`src/rtl/vga_bus_arbiter_pkg.sv`:
```
// Shared definitions for the VGA/CPU RAM arbiter: default bus widths,
// FSM encoding and the saturating wait-counter helper.
package vga_bus_arbiter_pkg;

  localparam int unsigned VGA_ADDR_WIDTH = 16;
  localparam int unsigned VGA_DATA_WIDTH = 8;
  localparam int unsigned WAIT_WIDTH     = 8;

  typedef enum logic [1:0] {
    IDLE  = 2'd0,
    GRANT = 2'd1,
    ACK   = 2'd2
  } arb_state_e;

  function automatic logic [WAIT_WIDTH-1:0] sat_inc(input logic [WAIT_WIDTH-1:0] v);
    return (&v) ? v : v + 1'b1;
  endfunction

endpackage

```
`src/rtl/vga_bus_arbiter.sv`:
```
// Arbitrates a single synchronous RAM port between a VGA master (absolute
// priority) and a CPU that is served only in cycles VGA has not announced.
module vga_bus_arbiter
  import vga_bus_arbiter_pkg::*;
#(
  parameter int unsigned ADDR_WIDTH = VGA_ADDR_WIDTH,
  parameter int unsigned DATA_WIDTH = VGA_DATA_WIDTH
) (
  input  logic                  i_clk,
  input  logic                  i_reset,
  input  logic [ADDR_WIDTH-1:0] i_vga_addr,
  input  logic                  i_vga_cs,
  input  logic                  i_vga_access,
  output logic [DATA_WIDTH-1:0] o_vga_dat,
  input  logic [ADDR_WIDTH-1:0] i_cpu_addr,
  input  logic [DATA_WIDTH-1:0] i_cpu_dat,
  input  logic                  i_cpu_we,
  input  logic                  i_cpu_cs,
  output logic [DATA_WIDTH-1:0] o_cpu_dat,
  output logic                  o_cpu_ack,
  output logic [ADDR_WIDTH-1:0] o_ram_addr,
  output logic [DATA_WIDTH-1:0] o_ram_dat,
  output logic                  o_ram_cs,
  output logic                  o_ram_we,
  input  logic [DATA_WIDTH-1:0] i_ram_dat,
  output logic                  o_collision,
  output logic [WAIT_WIDTH-1:0] o_cpu_wait_max
);

  arb_state_e            state_q;
  logic [ADDR_WIDTH-1:0] addr_q;
  logic [DATA_WIDTH-1:0] dat_q;
  logic                  we_q;
  logic                  ack_q;
  logic                  collision_q;
  logic [WAIT_WIDTH-1:0] wait_q;
  logic [WAIT_WIDTH-1:0] wait_max_q;
  logic [ADDR_WIDTH-1:0] last_addr_q;

  logic [ADDR_WIDTH-1:0] ram_addr_d;
  logic                  ram_cs_d;
  logic                  ram_we_d;

  // VGA overrides the port combinationally, even on top of a CPU grant.
  always_comb begin
    ram_addr_d = last_addr_q;
    ram_cs_d   = 1'b0;
    ram_we_d   = 1'b0;
    if (i_vga_cs) begin
      ram_addr_d = i_vga_addr;
      ram_cs_d   = 1'b1;
    end else if (state_q == GRANT) begin
      ram_addr_d = addr_q;
      ram_cs_d   = 1'b1;
      ram_we_d   = we_q;
    end
  end

  always_ff @(posedge i_clk or posedge i_reset) begin
    if (i_reset) begin
      state_q     <= IDLE;
      addr_q      <= '0;
      dat_q       <= '0;
      we_q        <= 1'b0;
      ack_q       <= 1'b0;
      collision_q <= 1'b0;
      wait_q      <= '0;
      wait_max_q  <= '0;
      last_addr_q <= '0;
    end else begin
      ack_q       <= 1'b0;
      last_addr_q <= ram_addr_d;
      case (state_q)
        IDLE: begin
          if (i_cpu_cs && !i_vga_access) begin
            addr_q  <= i_cpu_addr;
            dat_q   <= i_cpu_dat;
            we_q    <= i_cpu_we;
            wait_q  <= '0;
            state_q <= GRANT;
            if (wait_q > wait_max_q) wait_max_q <= wait_q;
          end else if (i_cpu_cs) begin
            wait_q <= sat_inc(wait_q);
          end else begin
            wait_q <= '0;
          end
        end
        GRANT: begin
          // An unannounced VGA cycle stole the port: drop and let CPU retry.
          if (i_vga_cs) begin
            collision_q <= 1'b1;
            state_q     <= IDLE;
          end else begin
            ack_q   <= 1'b1;
            state_q <= ACK;
          end
        end
        ACK:     state_q <= IDLE;
        default: state_q <= IDLE;
      endcase
    end
  end

  assign o_vga_dat      = i_ram_dat;
  assign o_cpu_dat      = i_ram_dat;
  assign o_cpu_ack      = ack_q;
  assign o_ram_addr     = ram_addr_d;
  assign o_ram_dat      = dat_q;
  assign o_ram_cs       = ram_cs_d;
  assign o_ram_we       = ram_we_d;
  assign o_collision    = collision_q;
  assign o_cpu_wait_max = wait_max_q;

endmodule

```
`config.mk`:
```
export PLATFORM = sky130hd
export DESIGN_NAME = vga_bus_arbiter
export DESIGN_NICKNAME = d
export VERILOG_FILES = /design/src/rtl/vga_bus_arbiter_pkg.sv /design/src/rtl/vga_bus_arbiter.sv
export SDC_FILE = /design/constraint.sdc
export NUM_CORES = 1
export LEC_CHECK = 0
export CELL_PAD_IN_SITES_DETAIL_PLACEMENT = 1
export CELL_PAD_IN_SITES_GLOBAL_PLACEMENT = 2
export CORE_MARGIN = 3
export CORE_UTILIZATION = 31
export CTS_BUF_LIST = sky130_fd_sc_hd__clkbuf_8
export CTS_CLUSTER_DIAMETER = 80
export CTS_CLUSTER_SIZE = 40
export DETAILED_ROUTE_END_ITERATION = 7
export PLACE_DENSITY = 0.92
export SYNTH_ARGS = -nofsm -noshare
export SYNTH_HDL_FRONTEND = slang
export SYNTH_SLANG_ARGS = --single-unit
```
`constraint.sdc`:
```
create_clock -name i_clk -period 5.2 [get_ports i_clk]
set_clock_uncertainty 0.15 [all_clocks]
set_input_delay 0.52 -clock i_clk [delete_from_list [all_inputs] [get_ports i_clk]]
set_output_delay 0.52 -clock i_clk [all_outputs]
set_load 0.05 [all_outputs]
```
==> results by group <==
Yosys
  – Mean area per synthesized cell: 11.9 um^2
  – Synth unique cells: 35
  – #FFs+latches synth: 61
  – Mapped Area: 2900 um^2
  – Ys flop type: dfrtp_1
  – Async SR Flop Fraction: 1.00
  – Synth Instances: 244
  – Syn nets: 307
  – EDFF count, synth: 0
  – Synth warnings: 0
  – Sequential element share of the synthesized area: 0.526

Cells and area
  – Fill cell count: 952
  – N_diodes: 0
  – Final Cell Area: 3940 um^2
  – Register area: 1530 um^2
  – Synthesis-to-finish area growth: 35.5%
  – Commonest non-fill, non-tap cell in the layout: clkdlybuf4s50_1
  – Ratio of cells with drive above 1 in the final layout: 0.186
  – Most frequent cells in the layout: clkdlybuf4s50_1 (81), dfrtp_1 (61), mux2_2 (25)
  – Nets: 376
  – Final Non-Filler Cells: 426
  – Area occupied by multi-input gates: 1180 um^2

Critical path
  – Crit-path leading delay family: buffers and inverters
  – Slowest CP cell: clkdlybuf4s50_1
  – Max incr delay on CP: 1180 ps
  – Crit path kind: in -> out
  – Crit path cell chain: clkdlybuf4s50_1 > nand2_1 > o21ai_0 > clkdlybuf4s50_1
  – Max FO, Critical Path: 35
  – Cell mode on critical path: clkdlybuf4s50_1
  – WP buf/inv: 2
  – Worst path required time: 4530 ps
  – Crit path DAT: 2880 ps
  – Setup crit start kind: input port
  – CP Capture Type: output port

Floorplan
  – Area of the die: 10,600 um^2
  – Num ports: 106
  – Rows: 34
  – Die width: 103 um
  – Die height: 103 um
  – Core Area: 8890 um^2
  – Initial Util: 0.327

Global route
  – Grt ovf: 0
  – Initial antenna violation count: 0
  – Global-route wire length before repair: 11.8 mm
  – GR peak layer: met2
  – Met2 Use GR: 0.249
  – Met3 usage: 0.0643
  – Grt met1 use: 0.168
  – Vias in the first global route: 2,336
  – Pin count of the biggest net entering global routing: 62
  – Gr usage total: 0.146

Power and ir drop
  – Net Sw Frac: 0.321
  – Post-layout total power: 1.43 mW
  – Pint: 970 uW
  – Switch Pwr: 459 uW
  – Reg power frac: 0.399
  – Maximum vdd drop: 149 uV
  – Comb pwr share: 0.271
  – P_leak: 1.75 nW
  – Clock power frac: 0.331
  – PD cells: 363 nW/um^2

CTS
  – CTS Hold Bufs: 0
  – PostCTS Resize Cnt: 0
  – H-tree depth: 3
  – Clock Latency Late Sink: 340 ps
  – Clock Sinks: 61
  – CTS tree: yes
  – TritonCTS Buffers: 9
  – # Post-CTS Setup Buffers: 0
  – Clk root buf: clkbuf_8
  – Clock Path Buffers: 2
  – Clock slew at reported path FFs: 70 ps

Timing
  – RSZ-0062 raised after global routing: false
  – Setup violators final: 0
  – Final TNS setup: 0 ps
  – Worst-Margin Slew: 1190 ps
  – Tcrit/Tclk final: 0.683
  – Fin crit period: 3550 ps
  – Final Hold Fails: 0
  – Worst relative slew slack: 0.199
  – Fmax achieved: 282 MHz
  – Max-slew violations: 0
  – Fin worst setup slack: 1650 ps

Min path
  – Worst min path class: reg -> reg

Route
  – Drt first pass iters: 4
  – WL/cell: 16.3 um
  – Total Wirelength: 6.95 mm
  – Vias per cell: 4.85
  – Post-route ant nets: 0
  – Iter 0 DRT Violations: 43
  – Routed vias: 2,064
  – # DRC: 0

Run
  – Max-capacitance violation count: 0

Place
  – Final HPWL DP: 5.03 mm
  – Placed Cells: 410
  – Port buffer count: 81
  – Dpl ws: 1590 ps
  – Placed instance area: 3710 um^2
  – RD Place Congestion: 0.740

Run status
  – Status: completed
power groups by stage:
stage               combinational [mW]  sequential, mW  clock, mW
finish                           0.387           0.570      0.472
global route                     0.416           0.579      0.519
CTS                              0.394           0.570      0.494
detailed placement               0.393           0.579          0
global placement                 0.383           0.574          0
floorplan                        0.224           0.639          0
flip-flops by register name, summed over array words and instances (netlist names):
name / cells
o_cpu_wait_max: 8
we_q: 1
state_q: 2
wait_q: 8
o_cpu_ack: 1
addr_q: 16
last_addr_q: 16
o_ram_dat: 8
o_collision: 1
Yosys cell counts (4+ instances only):
library cell / number / area [um^2]
buf_2: 5 / 25.0
buf_4: 17 / 128
clkbuf_1: 4 / 15.0
dfrtp_1: 61 / 1530
ha_1: 9 / 113
inv_1: 10 / 37.5
mux2_2: 25 / 282
mux2_4: 8 / 120
mux2i_1: 16 / 160
nand2_1: 22 / 82.6
nand3_1: 4 / 20.0
nor2_1: 8 / 30.0
nor3_1: 4 / 20.0
o21ai_0: 22 / 110
metal layers:
layer	share of wire	vias up	routed length (um)
met5	0	-	0
met4	0.011	0	74
met3	0.084	8	583
met2	0.51	59	3570
met1	0.39	1027	2720
li1	-	970	-
cell families (layout without fill, tap and decap cells):
logic type,Yosys count,after routing,synth area share
AO/OA/AOI/OAI,36,36,0.0776
XOR/XNOR,2,2,0.00603
adder cells (fa/ha/maj),9,9,0.0388
buffers and inverters,36,110,0.0707
flip-flops,61,61,0.526
multiplexers,49,49,0.193
AND/OR/NAND/NOR,51,51,0.0879
path summary, 6_finish.rpt:
path                       slack (ps)   startpoint           endpoint  depth (start not counted)
setup / recovery                 1650     i_vga_cs      o_ram_addr[7]                          4
hold / removal                    340  o_collision        o_collision                          1
setup reg to reg                 2660    wait_q[0]          wait_q[5]                          6
hold reg to reg                   340  o_collision        o_collision                          1
max in group asynchronous        3800      i_reset  o_cpu_wait_max[7]                          3
min in group asynchronous         580      i_reset          wait_q[2]                          3
metrics by stage:
stage	hold slack [ps]	utilization
floorplan	322	-
global placement	311	0.418
detailed placement	320	0.418
CTS	349	0.443
global route	368	0.443
finish	342	0.443
area by class of cell:
type | count | area share
multi-input cells | 147 | 0.300
clock inverters | 7 | 0.0248
well taps | 108 | 0.0343
inverters | 10 | 0.00954
repair buffers | 84 | 0.212
flip-flops and latches | 61 | 0.388
clock buffers | 9 | 0.0315
worst reg2reg max path, stage by stage (launching register included):
cell and delay [ps]:
dfrtp_1 450, ha_1 290, nand2_1 130, o31ai_1 1010, nor3_1 150, xnor2_1 190, nor2_1 60
No activity file was read; power rests on OpenSTA's default activity.
